$ cat config.mk
export PLATFORM = sky130hd
export DESIGN_NAME = sfp_tx_framer
export DESIGN_NICKNAME = d
export VERILOG_FILES = /design/src/rtl/sfp_tx_framer.sv
export SDC_FILE = /design/constraint.sdc
export NUM_CORES = 1
export LEC_CHECK = 0
export BUFFER_PORTS_ARGS = -buffer_cell sky130_fd_sc_hd__clkbuf_2
export CORE_MARGIN = 8
export CORE_UTILIZATION = 30
export DETAILED_ROUTE_END_ITERATION = 10
export PLACE_DENSITY = 0.48
export SYNTH_ARGS = -nofsm -noshare
export SYNTH_HDL_FRONTEND = slang
export SYNTH_SLANG_ARGS = --single-unit
$ cat constraint.sdc
create_clock -name i_clk -period 6.15 [get_ports i_clk]
set_clock_uncertainty 0.2 [all_clocks]
set_input_delay 0.615 -clock i_clk [delete_from_list [all_inputs] [get_ports i_clk]]
set_output_delay 0.615 -clock i_clk [all_outputs]
set_load 0.05 [all_outputs]
$ cat src/rtl/sfp_tx_framer.sv
// Frames handler payload words as header / payload / trailer beats for the SFP transceiver.
module sfp_tx_framer #(
    parameter int unsigned FRAME_WORDS  = 9,
    parameter int unsigned IDLE_TIMEOUT = 64,
    parameter logic [15:0] HDR_SYNC     = 16'hA55A,
    parameter logic [15:0] TRL_SYNC     = 16'h5AA5
) (
    input  logic        i_clk,
    input  logic        i_rst,
    input  logic        i_en,
    input  logic [1:0]  i_sfp_id,
    input  logic [63:0] s_axis_tdata,
    input  logic        s_axis_tvalid,
    output logic        s_axis_tready,
    output logic [63:0] m_axis_tdata,
    output logic        m_axis_tvalid,
    input  logic        m_axis_tready,
    output logic        o_busy,
    output logic [31:0] o_frame_cnt
);

    localparam int unsigned LEN_W = 8;
    localparam int unsigned CNT_W = 16;
    localparam logic [LEN_W-1:0] LEN_MAX = LEN_W'(FRAME_WORDS);
    localparam logic [CNT_W-1:0] TO_VAL  = CNT_W'(IDLE_TIMEOUT);

    typedef enum logic [1:0] {
        S_IDLE,
        S_PAY,
        S_TRL,
        S_WAIT
    } state_t;

    state_t           state_q;
    state_t           state_n;
    logic [15:0]      seq_q;
    logic [LEN_W-1:0] len_q;
    logic [LEN_W-1:0] len_acc;
    logic [31:0]      csum_q;
    logic [CNT_W-1:0] idle_cnt_q;
    logic [31:0]      frame_cnt_q;
    logic [63:0]      out_data_q;
    logic             out_valid_q;
    logic             can_load;
    logic             accept;
    logic             load_hdr;
    logic             load_trl;
    logic             trl_done;

    // Output register may take a new word when empty or being drained this cycle.
    assign can_load      = !out_valid_q || m_axis_tready;
    assign accept        = (state_q == S_PAY) && s_axis_tvalid && can_load;
    assign len_acc       = len_q + LEN_W'(accept);
    assign trl_done      = (state_q == S_WAIT) && out_valid_q && m_axis_tready;

    assign s_axis_tready = (state_q == S_PAY) && can_load;
    assign m_axis_tdata  = out_data_q;
    assign m_axis_tvalid = out_valid_q;
    assign o_busy        = (state_q != S_IDLE);
    assign o_frame_cnt   = frame_cnt_q;

    // State register.
    always_ff @(posedge i_clk or posedge i_rst) begin
        if (i_rst) begin
            state_q <= S_IDLE;
        end else begin
            state_q <= state_n;
        end
    end

    // Next-state and load strobes; zero-length frames never get a trailer.
    always_comb begin
        state_n  = state_q;
        load_hdr = 1'b0;
        load_trl = 1'b0;
        case (state_q)
            S_IDLE: begin
                if (i_en && s_axis_tvalid && can_load) begin
                    load_hdr = 1'b1;
                    state_n  = S_PAY;
                end
            end
            S_PAY: begin
                if (len_acc == LEN_MAX) begin
                    state_n = S_TRL;
                end else if (!i_en) begin
                    state_n = (len_acc == '0) ? S_IDLE : S_TRL;
                end else if ((idle_cnt_q == TO_VAL) && (len_acc != '0)) begin
                    state_n = S_TRL;
                end
            end
            S_TRL: begin
                if (can_load) begin
                    load_trl = 1'b1;
                    state_n  = S_WAIT;
                end
            end
            S_WAIT: begin
                if (trl_done) begin
                    state_n = S_IDLE;
                end
            end
            default: state_n = S_IDLE;
        endcase
    end

    // Output register: header, payload or trailer; holds while stalled.
    always_ff @(posedge i_clk or posedge i_rst) begin
        if (i_rst) begin
            out_data_q  <= '0;
            out_valid_q <= 1'b0;
        end else if (load_hdr) begin
            out_data_q  <= {HDR_SYNC, 14'd0, i_sfp_id, seq_q, 16'h0000};
            out_valid_q <= 1'b1;
        end else if (load_trl) begin
            out_data_q  <= {TRL_SYNC, len_q, 8'h00, csum_q};
            out_valid_q <= 1'b1;
        end else if (accept) begin
            out_data_q  <= s_axis_tdata;
            out_valid_q <= 1'b1;
        end else if (m_axis_tready) begin
            out_valid_q <= 1'b0;
        end
    end

    // Per-frame length, checksum and idle counter.
    always_ff @(posedge i_clk or posedge i_rst) begin
        if (i_rst) begin
            len_q      <= '0;
            csum_q     <= '0;
            idle_cnt_q <= '0;
        end else if (load_hdr) begin
            len_q      <= '0;
            csum_q     <= '0;
            idle_cnt_q <= '0;
        end else if (accept) begin
            len_q      <= len_acc;
            csum_q     <= csum_q + s_axis_tdata[63:32] + s_axis_tdata[31:0];
            idle_cnt_q <= '0;
        end else if ((state_q == S_PAY) && (idle_cnt_q != '1)) begin
            idle_cnt_q <= idle_cnt_q + CNT_W'(1);
        end
    end

    // Sequence number advances on trailer load; frame count on trailer accept.
    always_ff @(posedge i_clk or posedge i_rst) begin
        if (i_rst) begin
            seq_q       <= '0;
            frame_cnt_q <= '0;
        end else begin
            if (load_trl) begin
                seq_q <= seq_q + 16'd1;
            end
            if (trl_done) begin
                frame_cnt_q <= frame_cnt_q + 32'd1;
            end
        end
    end

endmodule

==> results.yml <==
global_routing:
  grt_max_degree: 76
  globalRouteOverflowTotal: 0
  gr-usage-all-layers_pct: 15.2
  grt_pass1_vias: 8305
  grt_antenna_before_repair: 0
  grt_pass1_wl_um: 47100
setup_path:
  path_class: "reg2reg"
  path_max_fanout: 40
  crit_path_end_kind: "flip-flop"
  cp_data_required_time_ns: 6.27
  arrival_ns: 3.94
  critPathLaunchType: "flip-flop"
detailed_routing:
  wirelength_um: 29000
  via_count: 8108
  viasPerCell: 4.92
  wl_per_cell_um: 17.6
  dr.pass1.iters: 5
  postRouteAntennaNets: 0
  drc: 0
  drt-initial-drc-count: 437
cells_and_area:
  final_nets: 1332
  regArea_um2: 4280
  area_growth_pct: 19.3
  n_antenna_cell: 0
  multi_input_comb_area_um2: 5280
  fillers: 3387
  instances_no_fill: 1648
  drive_gt1_share_pct: 18.8
place:
  dp_hpwl_um: 21000
  io_buffer_count: 169
  dp_cells: 1616
  gp_congestion: 0.816
clock_network:
  clkSinkCount: 171
  clkTransAtPathRegs_ns: 0.07
  cts_resized: 0
  holdBufCountCts: 0
  cts_tree: "done"
  cts_buffers: 17
  cts_root_buf: "clkbuf_16"
  clk_path_buf_depth: 2
  post_cts_buffers: 0
  clk_latency_ns: 0.44
  htreeDepth: 4
floorplan:
  core_area_um2: 32400
  die_h_um: 197
  die_x_um: 197
  start_util_pct: 30.3
  rows: 66
  io_pins: 170
  die-area_um2: 38800
status:
  status: "finished, final reports clean"
sta:
  min_period_ns: 3.82
  slew_viol_final: 0
  rsz0062_at_grt: "false"
  hold_viol_final: 0
  tightestPinTransition_ns: 0.887
  slew_headroom_pct: 40.9
  fmax_mhz: 262
  setup_viol: 0
  min_period_over_period_pct: 62.1
  fin_tns_setup_ns: 0
synthesis:
  synth_async_sr_flop_share_pct: 100
  synth-edff-count: 0
  synthFlopType: "dfrtp_1"
  ys_seq_area_share_pct: 43.6
  syn_area_um2: 9820
  ys_warn_count: 0
  ys_ff_latch: 171
  synth_cells: 1039
  synth_nets: 1178
  postSynthAreaPerCell_um2: 9.45
  ys_types: 65
pwr:
  power_density_nw_per_um2: 534
  leakage_uw: 0.00545
  peakVddDrop_mv: 0.259
worst_hold_path:
  hold_class: "in2async"
flow_run:
  cap_viol_max_count: 0
==> metal layers <==
metal / share of wire, % / global-route usage [%] / wire length [um]
met1: 49 / 21.0 / 14300
met2: 46 / 23.8 / 13400
met3: 3.4 / 3.43 / 980
met4: 1.2 / 4.10 / 354
met5: 0 / 0 / 0
==> cell type report <==
class                      count  area share (%)
tap                          442            4.72
clock buffer                  18            3.75
sequential                   171            36.5
timing repair buffer         179            7.86
inverter                      30            1.00
clock inverter                14            1.05
multi-input combinational    794            45.1
==> kinds of logic (layout without fill, tap and decap cells) <==
| logic type | after synthesis | after routing | share of synthesized area, % |
|---|---|---|---|
| AOI/OAI and AO/OA | 263 | 263 | 17.2 |
| buffers and inverters | 74 | 241 | 2.93 |
| and+or+nand+nor | 370 | 370 | 16.8 |
| DFF | 171 | 171 | 43.6 |
| xor gates and xnor gates | 89 | 89 | 7.94 |
| adders and majority gates | 68 | 68 | 11.1 |
| muxes | 4 | 4 | 0.420 |
==> cell usage in the layout (no fill, tap or decap), types with 9 or more instances in the layout <==
cell type	count
and4_1	9
nand2_1	144
clkbuf_16	17
fa_1	32
nand4_1	15
and3_1	9
nor2_1	112
o21ai_0	80
xnor2_1	58
a221oi_1	25
ha_1	36
inv_1	28
clkbuf_2	169
nor3_1	11
dfrtp_1	171
xor2_1	31
buf_4	10
a21oi_1	81
nand3_1	34
==> cell usage after synthesis (all sizes together), types with 8 or more instances <==
| library cell | n | area, um^2 |
|---|---|---|
| dfrtp | 171 | 4280 |
| nand2 | 144 | 541 |
| nor2 | 113 | 424 |
| o21ai | 82 | 410 |
| a21oi | 81 | 405 |
| xnor2 | 58 | 508 |
| ha | 36 | 450 |
| nand3 | 35 | 175 |
| fa | 32 | 641 |
| xor2 | 31 | 272 |
| clkbuf | 30 | 113 |
| inv | 30 | 113 |
| a221oi | 25 | 219 |
| nand4 | 15 | 93.8 |
| buf | 14 | 62.6 |
| and3 | 11 | 68.8 |
| nor3 | 11 | 55.1 |
| and4 | 9 | 78.8 |
| a221o | 8 | 80.1 |
| a22o | 8 | 70.1 |
==> through the flow <==
stage	power (uW)	area, um^2	utilization (%)	hold slack, ns	worst slack (ns)
after floorplan	4330	9820	-	0.246	0.703
final	6250	11700	36.2	0.0949	2.33
after CTS	6350	11700	36.2	0.123	2.35
after detailed placement	5240	11200	34.5	0.274	2.18
after global placement	5230	11200	34.5	0.260	2.25
after global routing	6780	11700	36.2	0.139	1.95
==> sequential cells by signal, summed over array words and instances, names as in the netlist, named ones only <==
| signal | count |
|---|---|
| state_q | 1 |
| seq_q | 16 |
| m_axis_tvalid | 1 |
| csum_q | 32 |
| m_axis_tdata | 64 |
| len_q | 8 |
| idle_cnt_q | 16 |
| o_frame_cnt | 32 |
==> where the power goes <==
part	internal (uW)	switching [uW]	leakage, uW	total [uW]
combinational	1090	2370	0.00295	3460
sequential	1470	268	0.00222	1740
clock	569	486	0.000276	1050
total	3130	3120	0.00545	6250
==> worst max-delay path: stages, from the launching register on <==
cell and delay [ns]:
dfrtp_1 0.47, inv_1 0.19, nor2_1 0.13, nand3_1 0.11, buf_4 0.44, inv_2 0.07, ha_1 0.22, ha_1 0.23
and3_1 0.21, or4_1 0.42, a2111oi_2 0.54, nand2_1 0.15, a32oi_1 0.20, o21ai_0 0.10
==> final timing paths <==
path	from	end	slack (ns)	depth (start not counted)
max in group asynchronous	i_rst	m_axis_tdata[63]$_DFFE_PP0P_	4.40	3
hold reg to reg	seq_q[15]$_DFFE_PP0P_	seq_q[15]$_DFFE_PP0P_	0.28	1
setup reg to reg	state_q[0]$_DFFE_PP0P_	flip-flop	2.33	13
setup / recovery	state_q[0]$_DFFE_PP0P_	flip-flop	2.33	13
hold / removal	i_rst	o_frame_cnt[27]$_DFFE_PP0P_	0.09	2
min in group i_clk	i_sfp_id[1]	m_axis_tdata[33]$_DFFE_PP0P_	0.19	3
Power figures use the tool's default switching activity.
